### config.mk
export PLATFORM = sky130hd
export DESIGN_NAME = dmem_port_arbiter
export DESIGN_NICKNAME = d
export VERILOG_FILES = /design/src/rtl/dmem_port_arbiter.sv
export SDC_FILE = /design/constraint.sdc
export NUM_CORES = 1
export LEC_CHECK = 0
export CORE_ASPECT_RATIO = 0.9
export CORE_MARGIN = 2
export CORE_UTILIZATION = 32
export CTS_CLUSTER_DIAMETER = 80
export CTS_CLUSTER_SIZE = 24
export DETAILED_ROUTE_END_ITERATION = 10
export PLACE_DENSITY = 0.78
export RECOVER_POWER = 25
export SYNTH_ARGS = -nofsm -noshare
export SYNTH_HDL_FRONTEND = slang
export SYNTH_SLANG_ARGS = --single-unit
### constraint.sdc
create_clock -name clock -period 2.7 [get_ports clock]
set_clock_uncertainty 0.2 [all_clocks]
set_input_delay 0.405 -clock clock [delete_from_list [all_inputs] [get_ports clock]]
set_output_delay 0.405 -clock clock [all_outputs]
set_load 0.05 [all_outputs]
### src/rtl/dmem_port_arbiter.sv
// dmem_port_arbiter: lets NUM_PORTS requesters share one synchronous dmem.
// One winner per cycle (round-robin or fixed priority) drives the memory
// combinationally; read data returns one cycle after the grant. The last
// accepted write and a saturating write count are exposed for debug.
module dmem_port_arbiter #(
  parameter int NUM_PORTS = 3,
  parameter int ADDR_W    = 12,
  parameter int DATA_W    = 32,
  parameter bit RR_MODE   = 1'b1
) (
  input  logic                        clock,
  input  logic                        reset,
  input  logic [NUM_PORTS-1:0]        req,
  input  logic [NUM_PORTS-1:0]        we,
  input  logic [NUM_PORTS*ADDR_W-1:0] addr,
  input  logic [NUM_PORTS*DATA_W-1:0] wdata,
  output logic [NUM_PORTS-1:0]        gnt,
  output logic [NUM_PORTS-1:0]        rvalid,
  output logic [DATA_W-1:0]           rdata,
  output logic [ADDR_W-1:0]           mem_address,
  output logic [DATA_W-1:0]           mem_data,
  output logic                        mem_wren,
  input  logic [DATA_W-1:0]           mem_q,
  output logic [ADDR_W-1:0]           dbg_addr,
  output logic [DATA_W-1:0]           dbg_data,
  output logic [15:0]                 dbg_wr_count
);

  localparam int IDX_W = (NUM_PORTS > 1) ? $clog2(NUM_PORTS) : 1;
  localparam logic [IDX_W-1:0] LAST_IDX = IDX_W'(NUM_PORTS - 1);

  logic [IDX_W-1:0]  r_ptr;
  logic [IDX_W-1:0]  r_rd_port;
  logic              r_rd_pend;
  logic [ADDR_W-1:0] r_dbg_addr;
  logic [DATA_W-1:0] r_dbg_data;
  logic [15:0]       r_wr_count;

  logic [IDX_W-1:0]  w_win;
  logic [IDX_W-1:0]  w_ptr_next;
  logic              w_found;
  logic              w_any;
  logic              w_win_we;

  // Scan requesters starting at the rotating pointer (or at port 0) and take the first hit.
  always_comb begin
    int idx;
    w_found = 1'b0;
    w_win   = '0;
    idx     = 0;
    for (int k = 0; k < NUM_PORTS; k++) begin
      if (RR_MODE) begin
        idx = int'(r_ptr) + k;
        if (idx >= NUM_PORTS) idx = idx - NUM_PORTS;
      end else begin
        idx = k;
      end
      if (!w_found && req[idx]) begin
        w_found = 1'b1;
        w_win   = IDX_W'(idx);
      end
    end
  end

  assign w_any      = w_found & reset;
  assign w_win_we   = we[w_win];
  assign w_ptr_next = (w_win == LAST_IDX) ? '0 : w_win + 1'b1;

  // Steer the winner's request onto the memory port; idle drives zeros.
  always_comb begin
    gnt         = '0;
    mem_wren    = 1'b0;
    mem_address = '0;
    mem_data    = '0;
    if (w_any) begin
      gnt[w_win]  = 1'b1;
      mem_wren    = w_win_we;
      mem_address = addr[w_win*ADDR_W +: ADDR_W];
      mem_data    = wdata[w_win*DATA_W +: DATA_W];
    end
  end

  // Return dmem's registered q to whichever port read last cycle.
  always_comb begin
    rvalid = '0;
    rdata  = '0;
    if (r_rd_pend) begin
      rvalid[r_rd_port] = 1'b1;
      rdata             = mem_q;
    end
  end

  // Advance the round-robin pointer past each winner and remember pending reads.
  always_ff @(posedge clock or negedge reset) begin
    if (!reset) begin
      r_ptr     <= '0;
      r_rd_pend <= 1'b0;
      r_rd_port <= '0;
    end else begin
      r_rd_pend <= w_any & ~w_win_we;
      if (w_any) begin
        r_ptr     <= w_ptr_next;
        r_rd_port <= w_win;
      end
    end
  end

  // Capture each accepted write and count it, sticking at all-ones.
  always_ff @(posedge clock or negedge reset) begin
    if (!reset) begin
      r_dbg_addr <= '0;
      r_dbg_data <= '0;
      r_wr_count <= '0;
    end else if (w_any && w_win_we) begin
      r_dbg_addr <= addr[w_win*ADDR_W +: ADDR_W];
      r_dbg_data <= wdata[w_win*DATA_W +: DATA_W];
      if (r_wr_count != 16'hFFFF) r_wr_count <= r_wr_count + 16'd1;
    end
  end

  assign dbg_addr     = r_dbg_addr;
  assign dbg_data     = r_dbg_data;
  assign dbg_wr_count = r_wr_count;

endmodule

==> After elaboration in Yosys (flattened, before gate mapping) <==
Index checks and enable logic that the tools add are counted.
W data, S select, Z words.
{ "totals": {"word_cells": 70, "reg_bits": 65, "inputBits": 172, "output_inout_bits": 143} }
{ "classes": {"mul": 1, "n_reduce_logical": 8, "muxes": 31, "shifts": 2, "bitwise": 3, "order_cmp": 10, "n_eq_ne": 2, "n_addsub": 7} }
{ "op_table": {"columns": ["op", "count"], "rows": [
  ["$mux W32", 5],
  ["$lt A32 B4 Y1 const B", 3],
  ["$shiftx A96 B8 Y32", 1],
  ["$shiftx A36 B7 Y12", 1],
  ["$add A16 B1 Y16 const B", 1],
  ["$ne A16 B16 Y1 const B", 1],
  ["$mux W1", 13],
  ["$mux W12", 1],
  ["$bmux W1 S2", 4],
  ["$mux W2", 4],
  ["$sub A3 B2 Y4 const B", 2],
  ["$ge A3 B2 Y1 const B", 2],
  ["$lt A2 B3 Y1 const B", 2],
  ["$mux W3", 2],
  ["$logic_and A1 B1 Y1", 5],
  ["$demux W1 S2", 2],
  ["$ge A2 B1 Y1 const B", 2],
  ["$mul A2 B2 Y4 const B", 1],
  ["$add A2 B1 Y3 const B", 1],
  ["$add A2 B2 Y3 const B", 1],
  ["$sub A2 B2 Y3 const B", 1],
  ["$add A2 B1 Y2 const B", 1],
  ["$and A1 B1 Y1", 2],
  ["$eq A2 B2 Y1 const B", 1],
  ["other kinds (4)", 5]
]} }

==> Longest topological paths before layout <==
Gate-level depths: netlist (run 1).
{ "depth": {"ltp_word": 17, "ltp_mapped": 12, "ltp_nobuf": 9} }

==> Worst setup path before layout (run 1) <==
OpenSTA, ideal clock, no wires.
{ "synth_timing": {"path_kind": "reg2out", "start": "register r_ptr[0]", "end": "output port gnt[0]", "required_ns": 2.095, "n_path_buf": 2, "path_slack_ns": -0.655, "arrival_time_ns": 2.750, "stages_incl_launch_ff": 10, "path_cell_list": "dfrtp_1 inv_1 ha_1 mux2i_1 o22ai_1 o32ai_2 buf_2 buf_1 nand2_1 nor2_1"} }
{ "synth_between": {"elab_chain_cells": 17, "elab_cells_between_ends": 37, "cone_classes": "add/sub (5); order compare (5); mux (21); bitwise (1); reduce/logical (5)"} }
{ "synth_rtl": {"columns": ["item", "line_no", "text"], "rows": [
  ["start, declared", "32", "logic [IDX_W-1:0] r_ptr;"],
  ["start signal, assigned", "102", "r_ptr <= w_ptr_next;"],
  ["branches (longest 16 deep; another with $sub A3 B2 Y4)", null, null],
  ["$mux W3 (*)", "75", "if (w_any) begin"],
  ["end, declared", "17", "output logic [NUM_PORTS-1:0] gnt,"]
]} }
Every way passes the cells marked *. The select of a mux whose other input is x is not followed.

==> Worst setup path in the final report (run 1) <==
{ "layout_timing": {"start": "register r_ptr[1]", "end": "output port mem_data[2]"} }
{ "layout_between": {"elab_chain_cells": 14, "elab_cells_between_ends": 33, "cone_classes": "add/sub (5); order compare (3); shift (1); mux (19); bitwise (1); reduce/logical (4)"} }
{ "layout_rtl": {"columns": ["item", "line_no", "text"], "rows": [
  ["branches (longest 13 deep; another with $sub A3 B2 Y4)", null, null],
  ["$mux W32 (*)", "75", null],
  ["end, declared", "21", "output logic [DATA_W-1:0] mem_data,"]
]} }
Marked as above.

==> results of run 1 <==
## worst max-delay path, stage by stage, from the launching register on
cell and delay, ns:
dfrtp_2 0.44, ha_4 0.33, buf_4 0.13, buf_4 0.12, nand2_2 0.07, a211oi_2 0.18, buf_4 0.15, o32ai_4 0.08
buf_12 0.17, buf_16 0.14, buf_4 0.14, nor2_1 0.18, a31oi_2 0.08, and2_4 0.18, buf_12 0.14
## logic make-up after synthesis
family,count (synthesis),share of synthesized area
buffers and inverters,41,0.0431
muxes,49,0.125
adders and majority gates,5,0.0142
and+or+nand+nor,275,0.311
AOI/OAI and AO/OA,74,0.114
DFF,65,0.368
xor gates and xnor gates,12,0.0238
## state kept, by name, summed over array words and instances (netlist names)
| register | cells |
|---|---|
| r_ptr | 2 |
| dbg_addr | 12 |
| r_rd_port | 2 |
| dbg_wr_count | 16 |
| r_rd_pend | 1 |
| dbg_data | 32 |
## per-layer routing
metal	vias to the layer above	wire [um]	global-route usage
met5	-	0	0
met4	0	1010	0.105
met3	84	2070	0.0836
met2	356	13900	0.560
met1	3022	9530	0.331
li1	2647	-	-
## cells in the mapped netlist (all sizes together) (2+ instances only)
cell type / instances / area share
ha: 5 / 0.014
nand2b: 5 / 0.0071
nand2: 102 / 0.087
nand3: 7 / 0.0079
dfrtp: 65 / 0.37
nor3: 2 / 0.0048
nor4: 2 / 0.0062
buf: 22 / 0.027
o21ai: 4 / 0.0054
and3b: 3 / 0.0060
nand4: 6 / 0.0085
nor2b: 2 / 0.0028
mux2i: 2 / 0.0054
a31oi: 44 / 0.062
inv: 3 / 0.0026
and2: 78 / 0.11
xnor2: 11 / 0.022
clkbuf: 16 / 0.014
o22ai: 2 / 0.0028
mux2: 47 / 0.12
nor2: 53 / 0.045
o211ai: 2 / 0.0034
and4: 3 / 0.0060
a211oi: 3 / 0.0062
a21boi: 3 / 0.0051
a21o: 3 / 0.0051
nand3b: 4 / 0.0068
and3: 6 / 0.0085
a21oi: 6 / 0.0077
## cell type report
cell class | instances | area, um^2 | share of cell area
clock inverter | 7 | 95.1 | 0.00838
multi-input combinational | 415 | 4020 | 0.354
clock buffer | 9 | 225 | 0.0198
inverter | 3 | 11.3 | 0.000992
tap | 168 | 210 | 0.0185
timing repair buffer | 457 | 5160 | 0.455
sequential | 65 | 1630 | 0.143
## metrics by stage
step / hold slack (ns) / TNS, ns / util / cells
global route: 0.307 / -77.25 / 0.846 / 1124
finish: 0.303 / -66.38 / 0.846 / 1124
floorplan: -0.0906 / -6.16 / - / 521
detailed placement: 0.282 / -60.79 / 0.649 / 1028
global placement: 0.280 / -51.86 / 0.649 / 1028
CTS: 0.293 / -62.11 / 0.774 / 1101
## final timing paths
path | from | end | slack (ns)
min in group asynchronous | reset | dbg_data[31] | 1.08
max in group asynchronous | reset | r_ptr[1] | 0.16
worst min-delay path | dbg_wr_count[8] | dbg_wr_count[8] | 0.30
worst max-delay path | r_ptr[1] | mem_data[2] | -0.81
worst max register to register | r_ptr[1] | dbg_wr_count[14] | -0.61
worst min register to register | dbg_wr_count[8] | dbg_wr_count[8] | 0.30
## what timing repair did
item	in CTS	in global routing
setup buffers	44	21
resized for setup	150	161
setup endpoints to repair	110	110
endpoints found under the hold margin	24	0
gates cloned	12	6
pin swaps	81	80
hold buffers	1	0
==> reports/results.txt, run 1 <==
Worst-path clk slew -> 0.06 ns
Vias in the first global route -> 6249
Commonest non-fill, non-tap cell in the layout -> clkdlybuf4s50_1
Rows -> 40
Initial antenna violation count -> 0
Hpwl dp -> 14100 um
Minimum clock period -> 3.51 ns
MaxCap Viol Count -> 0
Cell variety after synth -> 51
Hold Crit Class -> register to register
Final worst slack -> -0.809 ns
Period utilization -> 1.30
Die Height -> 115 um
Port Buf Inserts -> 314
Layout Nets -> 1128
Post-synth EDFFs -> 0
Detail Route Antenna Nets -> 0
Initial Util -> 0.329
Vias -> 6109
Largest net degree at the start of global routing -> 40
Startpoint types -> register
Synth Register Bits -> 65
WP data arrival -> 2.90 ns
First-pass GRT wire length -> 34000 um
WP data required -> 2.10 ns
Outcome -> complete, but fails checks
Violated checks -> negative setup slack
CP Class -> register to output pin
Die W -> 128 um
Num CTS Buffers -> 9
Clock insertion delay at the later pin of the skew report -> 0.35 ns
Vias per cell -> 5.44
Total Routed Length -> 26500 um
Sequential area share after synthesis -> 0.368
Final Hold Viols -> 0
Setup Viol. Count Final -> 108
CP endpoint kind -> output pin
Layout area overhead -> 157%
Placed inst area -> 8710 um^2
Wire length per cell -> 23.6 um
Syn Inst Count -> 521
Syn_nets -> 698
Hold path cells -> 1
Reg2reg path depth -> 16
Synth warnings -> 0
Fin. max-slew vios -> 0
Final non-filler cell area -> 11400 um^2
CTS H-tree lvls -> 3
First-iteration detailed-routing DRC count -> 382
CTS Root Cell -> clkbuf_16
Clock sinks -> 65
Global route overflow -> 0
CTS tree -> done
Placer Congestion -> 0.895
Core ar. -> 13400 um^2
Async S/R FF share, synth -> 1.00
Post-Syn Area -> 4420 um^2
Dpl ws -> -0.711 ns
RSZ-0062 raised after global routing -> true
Syn Area/Cell -> 8.48 um^2
DRC viols -> 0
GRT Resource Usage Total -> 0.301
Length of the first detailed-routing pass in iterations -> 4
CTS max path bufs -> 2
Fill cells -> 642
Worst-margin pin slew -> 1.46 ns
Max FO, Critical Path -> 7
Slew headroom -> 0.0241
Ratio of cells with drive above 1 in the final layout -> 0.505
Fmax -> 285 MHz
Most frequent cells in the layout -> 229 x clkdlybuf4s50_1, 117 x buf_4, 65 x nand2_1, 64 x dfrtp_1, 60 x buf_12
Top Ports -> 315
# diodes -> 0
Die area -> 14800 um^2
Commonest register cell after synthesis -> dfrtp_1
Power of run 1 is not shown: default switching activity piles up to over one toggle a cycle in this logic, so the estimate is an artifact.
==> run 2: changes to the inputs <==
- CAP_MARGIN: default -> 20
==> results of run 2 <==
No change in the layout: final DEF, timing and power equal those of run 1.
Power of run 2 is left out for the same reason.
